===== src/rtl/pcdm_sched_pkg.sv =====
// Shared types and constants for the payload de-mapper read scheduler.
// Optional feature switch used by pcdm_sched: PCDM_SCHED_STALL_CNT_EN.
package pcdm_sched_pkg;

  // Scheduler FSM encoding; the values are visible on the debug state output.
  typedef enum logic [1:0] {
    IDLE = 2'd0,
    LOAD = 2'd1,
    EMIT = 2'd2
  } state_t;

  // 16QAM carries four LLRs per constellation symbol.
  localparam int BITS_PER_SYM_DEF = 4;

  // Data subcarriers per OFDM symbol.
  localparam int SYM_PER_OFDM_DEF = 48;

  // Width of the backpressure stall counter.
  localparam int STALL_W = 16;

endpackage


===== src/rtl/pcdm_sat_cnt.sv =====
// Generic up-counter that sticks at all-ones and has a synchronous clear.
// Used for the backpressure stall counter when PCDM_SCHED_STALL_CNT_EN is set.
module pcdm_sat_cnt #(
  parameter int W = 16
) (
  input  logic         clk,
  input  logic         rst,
  input  logic         clr,
  input  logic         inc,
  output logic [W-1:0] cnt
);

  // Clear wins over increment; the count never wraps past all-ones.
  always_ff @(posedge clk or negedge rst) begin
    if (!rst) begin
      cnt <= '0;
    end else if (clr) begin
      cnt <= '0;
    end else if (inc && (cnt != '1)) begin
      cnt <= cnt + W'(1);
    end
  end

endmodule


===== src/rtl/pcdm_sched.sv =====
// Read scheduler for the de-mapper input FIFOs: issues single-symbol reads,
// latches each symbol, then serialises it into BITS_PER_SYM LLR beats under
// downstream backpressure and flags the last LLR of each OFDM symbol.
// Optional: PCDM_SCHED_STALL_CNT_EN enables the 16-bit saturating stall counter;
// without it stall_cnt is tied to zero.
// Handshake: an LLR beat transfers on a cycle where llr_vld && do_rdy; once
// llr_vld is high it stays high with bit_idx stable until that transfer.
module pcdm_sched
  import pcdm_sched_pkg::*;
#(
  parameter int BITS_PER_SYM = BITS_PER_SYM_DEF,
  parameter int SYM_PER_OFDM = SYM_PER_OFDM_DEF,
  localparam int BW = $clog2(BITS_PER_SYM),
  localparam int SW = $clog2(SYM_PER_OFDM)
) (
  input  logic               clk,
  input  logic               rst,
  input  logic               flush,
  input  logic               fifo_empty,
  input  logic               fifo_valid,
  output logic               fifo_rd_en,
  output logic               sym_load,
  output logic [BW-1:0]      bit_idx,
  output logic               llr_vld,
  input  logic               do_rdy,
  output logic               llr_last,
  output logic [SW-1:0]      sym_cnt,
  output logic               busy,
  output logic [STALL_W-1:0] stall_cnt,
  output logic [1:0]         fsm_state
);

  localparam logic [BW-1:0] BIT_LAST = BW'(BITS_PER_SYM - 1);
  localparam logic [SW-1:0] SYM_LAST = SW'(SYM_PER_OFDM - 1);

  state_t        state_q, state_d;
  logic [BW-1:0] bit_idx_q;
  logic [SW-1:0] sym_cnt_q;
  logic          final_beat;

  // The last LLR of the current symbol is being accepted this cycle.
  assign final_beat = (state_q == EMIT) && (bit_idx_q == BIT_LAST) && do_rdy;

  // Reads are only issued from IDLE or back-to-back on the final beat; never on flush.
  assign fifo_rd_en = !flush && !fifo_empty && ((state_q == IDLE) || final_beat);

  // A late read return after a flush lands in IDLE and is dropped here.
  assign sym_load  = !flush && (state_q == LOAD) && fifo_valid;
  assign llr_vld   = (state_q == EMIT);
  assign llr_last  = (state_q == EMIT) && (bit_idx_q == BIT_LAST) && (sym_cnt_q == SYM_LAST);
  assign busy      = (state_q != IDLE);
  assign bit_idx   = bit_idx_q;
  assign sym_cnt   = sym_cnt_q;
  assign fsm_state = state_q;

  // FSM state register.
  always_ff @(posedge clk or negedge rst) begin
    if (!rst) state_q <= IDLE;
    else      state_q <= state_d;
  end

  // Next-state logic; flush overrides every transition.
  always_comb begin
    state_d = state_q;
    case (state_q)
      IDLE:    if (fifo_rd_en) state_d = LOAD;
      LOAD:    if (fifo_valid) state_d = EMIT;
      EMIT:    if (final_beat) state_d = fifo_rd_en ? LOAD : IDLE;
      default: state_d = IDLE;
    endcase
    if (flush) state_d = IDLE;
  end

  // LLR select: restarts on each symbol load, advances on every accepted beat.
  always_ff @(posedge clk or negedge rst) begin
    if (!rst) begin
      bit_idx_q <= '0;
    end else if (flush) begin
      bit_idx_q <= '0;
    end else if ((state_q == LOAD) && fifo_valid) begin
      bit_idx_q <= '0;
    end else if ((state_q == EMIT) && do_rdy) begin
      bit_idx_q <= bit_idx_q + BW'(1);
    end
  end

  // Subcarrier index within the OFDM symbol, wrapping after the last one.
  always_ff @(posedge clk or negedge rst) begin
    if (!rst) begin
      sym_cnt_q <= '0;
    end else if (flush) begin
      sym_cnt_q <= '0;
    end else if (final_beat) begin
      sym_cnt_q <= (sym_cnt_q == SYM_LAST) ? '0 : sym_cnt_q + SW'(1);
    end
  end

`ifdef PCDM_SCHED_STALL_CNT_EN
  pcdm_sat_cnt #(
    .W (STALL_W)
  ) u_stall_cnt (
    .clk (clk),
    .rst (rst),
    .clr (flush),
    .inc ((state_q == EMIT) && !do_rdy),
    .cnt (stall_cnt)
  );
`else
  assign stall_cnt = '0;
`endif

endmodule


===== config.mk =====
export PLATFORM = sky130hd
export DESIGN_NAME = pcdm_sched
export DESIGN_NICKNAME = d
export VERILOG_FILES = /design/src/rtl/pcdm_sched_pkg.sv /design/src/rtl/pcdm_sat_cnt.sv /design/src/rtl/pcdm_sched.sv
export SDC_FILE = /design/constraint.sdc
export NUM_CORES = 1
export LEC_CHECK = 0
export ABC_AREA = 1
export BUFFER_PORTS_ARGS = -buffer_cell sky130_fd_sc_hd__buf_2
export CORE_MARGIN = 4
export CORE_UTILIZATION = 47
export DETAILED_ROUTE_END_ITERATION = 10
export PLACE_DENSITY_LB_ADDON = 0.08
export SYNTH_ARGS = -nofsm -noshare
export SYNTH_HDL_FRONTEND = slang
export SYNTH_SLANG_ARGS = --single-unit

===== constraint.sdc =====
create_clock -name clk -period 3.1 [get_ports clk]
set_clock_uncertainty 0.2 [all_clocks]
set_input_delay 0.62 -clock clk [delete_from_list [all_inputs] [get_ports clk]]
set_output_delay 0.62 -clock clk [all_outputs]
set_load 0.01 [all_outputs]

=== After elaboration in Yosys (flattened, before gate mapping) ===
Index checks and enable logic that the tools add are counted.
Widths: inputs -> output; s select.

* Add/subtract/negate cells: 2
* Equal/unequal tests: 7
* Mux-type cells: 12
* Reduce and logical (&&, ||, !) cells: 17

{| class="wikitable"
|+ Operator list
! operator !! number
|-
| $mux 6 || 3
|-
| $mux 2 || 7
|-
| $logic_and 1x1->1 || 9
|-
| $add 6x1->6 const B || 1
|-
| $eq 6x6->1 const B || 1
|-
| $ne 3x3->1 const B || 2
|-
| $pmux 2 s3 || 1
|-
| $eq 2x2->1 const B || 2
|-
| $reduce_bool 2->1 || 2
|-
| $ne 3x2->1 const B || 1
|-
| $reduce_and 3->1 || 1
|-
| $reduce_bool 3->1 || 1
|-
| $add 2x1->2 const B || 1
|-
| $eq 2x1->1 const B || 1
|-
| $logic_not 1->1 || 2
|-
| $logic_not 2->1 || 1
|-
| $logic_or 1x1->1 || 1
|-
| $mux 1 || 1
|}

* Register bits: 10
* Bits of input ports: 6
* Output and inout bits: 31
* Word-level logic and storage cells: 41

=== Logic depth before layout (Yosys ltp) ===
* Word-level depth: 9
* Mapped depth: 8
* Gate-level depth less buffers: 8

=== Least setup slack after synthesis ===
Ideal clock, no wire load.

* Path kind: register -> output
* From: register sym_cnt_q[1], in the netlist sym_cnt[1]
* To: output llr_last
* Arrival time: 1.071 ns
* Data required time: 2.280 ns
* Path slack: 1.209 ns
* Cell stages (with the launch flop): 6
* Path buffers: 0
* Cells stage by stage: dfrtp_1 ha_1 nand2_1 nor2_2 nand3_1 nor2_1

* Cells in the longest elaborated chain, start to end: 2

{| class="wikitable"
|+ RTL lines
! what !! line !! RTL
|-
| start: declaration || pcdm_sched.sv:38 || <nowiki>logic [SW-1:0] sym_cnt_q;</nowiki>
|-
| start signal: assignment || pcdm_sched.sv:94 || <nowiki>sym_cnt_q <= (sym_cnt_q == SYM_LAST) ? '0 : sym_cnt_q + SW'(1);</nowiki>
|-
| $eq 6x6->1 || pcdm_sched.sv:50 || <nowiki>assign llr_last = (state_q == EMIT) && (bit_idx_q == BIT_LAST) && (sym_cnt_q == SYM_LAST);</nowiki>
|-
| $logic_and 1x1->1 || pcdm_sched.sv:50 ||
|-
| end: declaration || pcdm_sched.sv:26 || <nowiki>output logic llr_last,</nowiki>
|}

Every way passes these cells.

=== Worst setup path in the final report ===
Same ends and word-level chain as after synthesis.

==> metrics.yaml <==
yosys:
  ys_top_cells_by_count: "nand2_1 (21), buf_4 (16), dfrtp_1 (10), inv_1 (10), nand3_1 (9)"
  synth_top_area_share: 0.348
  syn_inst: 95
  synth_edf_count: 0
  yosys.cell_count.top_type: "nand2_1"
  avgSynthCellArea_sq_um: 7.57
  ys_seq_area_frac: 0.348
  syn_area_sq_um: 719
  ys_types: 20
  synth_top_area_cell: "dfrtp_1"
  yosys-top-cells-area: "dfrtp_1 (35%), buf_4 (17%), nand2_1 (11%)"
  ys_ff_latch: 10
  ys_async_sr_fraction: 1.00
  ys_warn_count: 0
  synth_top_flop_cell: "dfrtp_1"
clocking:
  post_cts_buffers: 0
  cts_tree: "done"
  clk_pin_slew_ps: 80
  cts.sinks: 10
  clockBufferDepth: 2
  clockRootBuffer: "clkbuf_4"
  postCtsHoldBufs: 0
  ctsResizeCount: 0
  cts_buffers: 3
  worstSkewPairLatency_ps: 270
  htreeDepth: 1
cells_and_area:
  nets: 126
  area_delta_synth_final_pct: 12.0
  diodes: 0
  multiInputGateArea_sq_um: 355
  fillers: 143
  ff_latch_area_sq_um: 250
  drive_gt1_frac: 0.274
setup_path:
  r2r_end: "sym_cnt[5]"
  crit_cells: 6
  cp_slowest_cell: "dfrtp_1"
  path_delay_family: "simple AND/OR/NAND/NOR gates"
  end_kind: "output port"
  crit_path_max_fanout: 4
  cp_data_required_time_ps: 2280
  cp-start-kind: "flip-flop"
  ff2ff_path_depth: 6
  rrSetupSlack_ps: 1570
  crit_chain: "ha_1, nand2_1, nor2_2, nand3_1, nor2_1, buf_2"
  worst-path-buf-inv: 1
  path_class: "flip-flop to output port"
  crit_path_max_incr_delay_ps: 410
  worstPathArrival_ps: 1490
  rr_startpoint: "sym_cnt[1]"
placed_design:
  io_buffers: 20
  detailedPlace.worstSlack_ps: 1040
  gp_congestion: 0.784
  dp_hpwl_mm: 1.11
routing:
  route.detailed.drc: 0
  ant_nets: 0
  drt_iter0_drc: 7
  vias: 585
  routed_via_density: 4.43
  wl_per_cell_microns: 10.3
  totalWireLength_mm: 1.36
  dr.pass1.iters: 6
global_route:
  grt_pass1_wl_mm: 2.13
  grt_max_degree: 12
  grt_use_met2: 0.217
  antenna_found_initial: 0
  track_usage: 0.135
  grt_pass1_vias: 499
  grt_busiest_layer: "met2"
  grt_overflow: 0
  use_met3: 0.0421
  use_met1: 0.166
outcome:
  violations: "hold timing"
  status: "finished, violations left"
timing:
  setup_tns_ps: 0
  fin_ws_ps: 787
  rsz0062_at_grt: "no"
  final_hold_viol_count: 2
  period_share: 0.746
  fmax_ghz: 0.432
  holdWs_ps: -1.95
  period_needed_ps: 2310
  setup_violations: 0
  slew_violations: 0
floorplan:
  ioPinCount: 37
  fp.coreArea_sq_mm: 0.00137
  initial_core_util: 0.527
  placement_rows: 13
  fp.dieH_microns: 47.1
  fp.dieW_microns: 47.1
  die_area_sq_mm: 0.00222
pwr:
  clkPwrFrac: 0.401
  powerDensity_mw_per_mm2: 377
  power_leakage_nw: 0.467
  p_sw_frac: 0.282
  comb_power_share: 0.148
  p_int_mw: 0.218
  p_seq_frac: 0.451
  ir_worst_vdd_uv: 206
  power.switching_mw: 0.0856
worst_hold_path:
  hold_path_class: "input pin to async pin"
flow_run:
  cap_violations: 0
==> sequential cells by signal, indices dropped and copies added, names as in the netlist <==
name,flops
sym_cnt,6
bit_idx,2
fsm_state,2
==> power groups by stage <==
stage               sequential [mW]  clock (mW)  combinational [mW]
global route                  0.138       0.132              0.0505
global placement              0.140           0              0.0444
detailed placement            0.140           0              0.0451
finish                        0.137       0.122              0.0450
CTS                           0.137       0.125              0.0452
floorplan                     0.140           0              0.0431
==> worst max-delay path by stage <==
stage,from,to
floorplan,sym_cnt[1],llr_last
global placement,do_rdy,fifo_rd_en
detailed placement,do_rdy,fifo_rd_en
CTS,sym_cnt[1],llr_last
global route,sym_cnt[1],llr_last
finish,sym_cnt[1],llr_last
==> logic make-up (layout without fill, tap and decap cells) <==
logic type	Yosys count	in the layout	synth area share
buffers and inverters	29	36	0.237
other	1	16	0.00521
AND/OR/NAND/NOR	42	42	0.278
AO/OA/AOI/OAI	11	11	0.0974
flip-flops	10	10	0.348
adder cells (fa/ha/maj)	2	2	0.0348
==> metrics by stage <==
stage | cells | area, sq um | util | power (mW)
2_1_floorplan | 110 | 776 | - | 0.183
3_3_place_gp | 128 | 769 | 0.563 | 0.184
3_5_place_dp | 128 | 769 | 0.563 | 0.185
4_1_cts | 132 | 806 | 0.590 | 0.307
5_1_grt | 132 | 806 | 0.590 | 0.320
6_report | 132 | 806 | 0.590 | 0.304
==> layout make-up <==
cell class,instances,area share
timing repair buffer,20,0.124
tap,15,0.0233
inverter,12,0.0559
sequential,10,0.311
clock buffer,4,0.0450
multi-input combinational,71,0.441
==> layer usage <==
metal  vias up  wire length (microns)
met5         -                      0
met4         0                     10
met3         2                    115
met2        22                    619
met1       247                    618
li1        314                      -
==> cells in the final DEF (no fill, tap or decap) <==
master	Yosys	layout
ha_1	2	2
inv_2	2	2
nand2_1	21	21
clkbuf_8	0	1
o21ai_1	1	1
nor3_1	1	1
nor2_2	2	2
nand4_4	1	1
clkbuf_4	0	3
o21bai_1	2	2
nor2_1	7	7
a21oi_1	3	3
buf_2	1	20
conb_1	1	16
dfrtp_1	10	10
a21boi_2	1	1
nand3_1	9	9
a31o_2	1	1
nand2_4	1	1
inv_1	10	10
o21ai_0	3	3
Note: power is estimated with default switching activity, not from simulation.
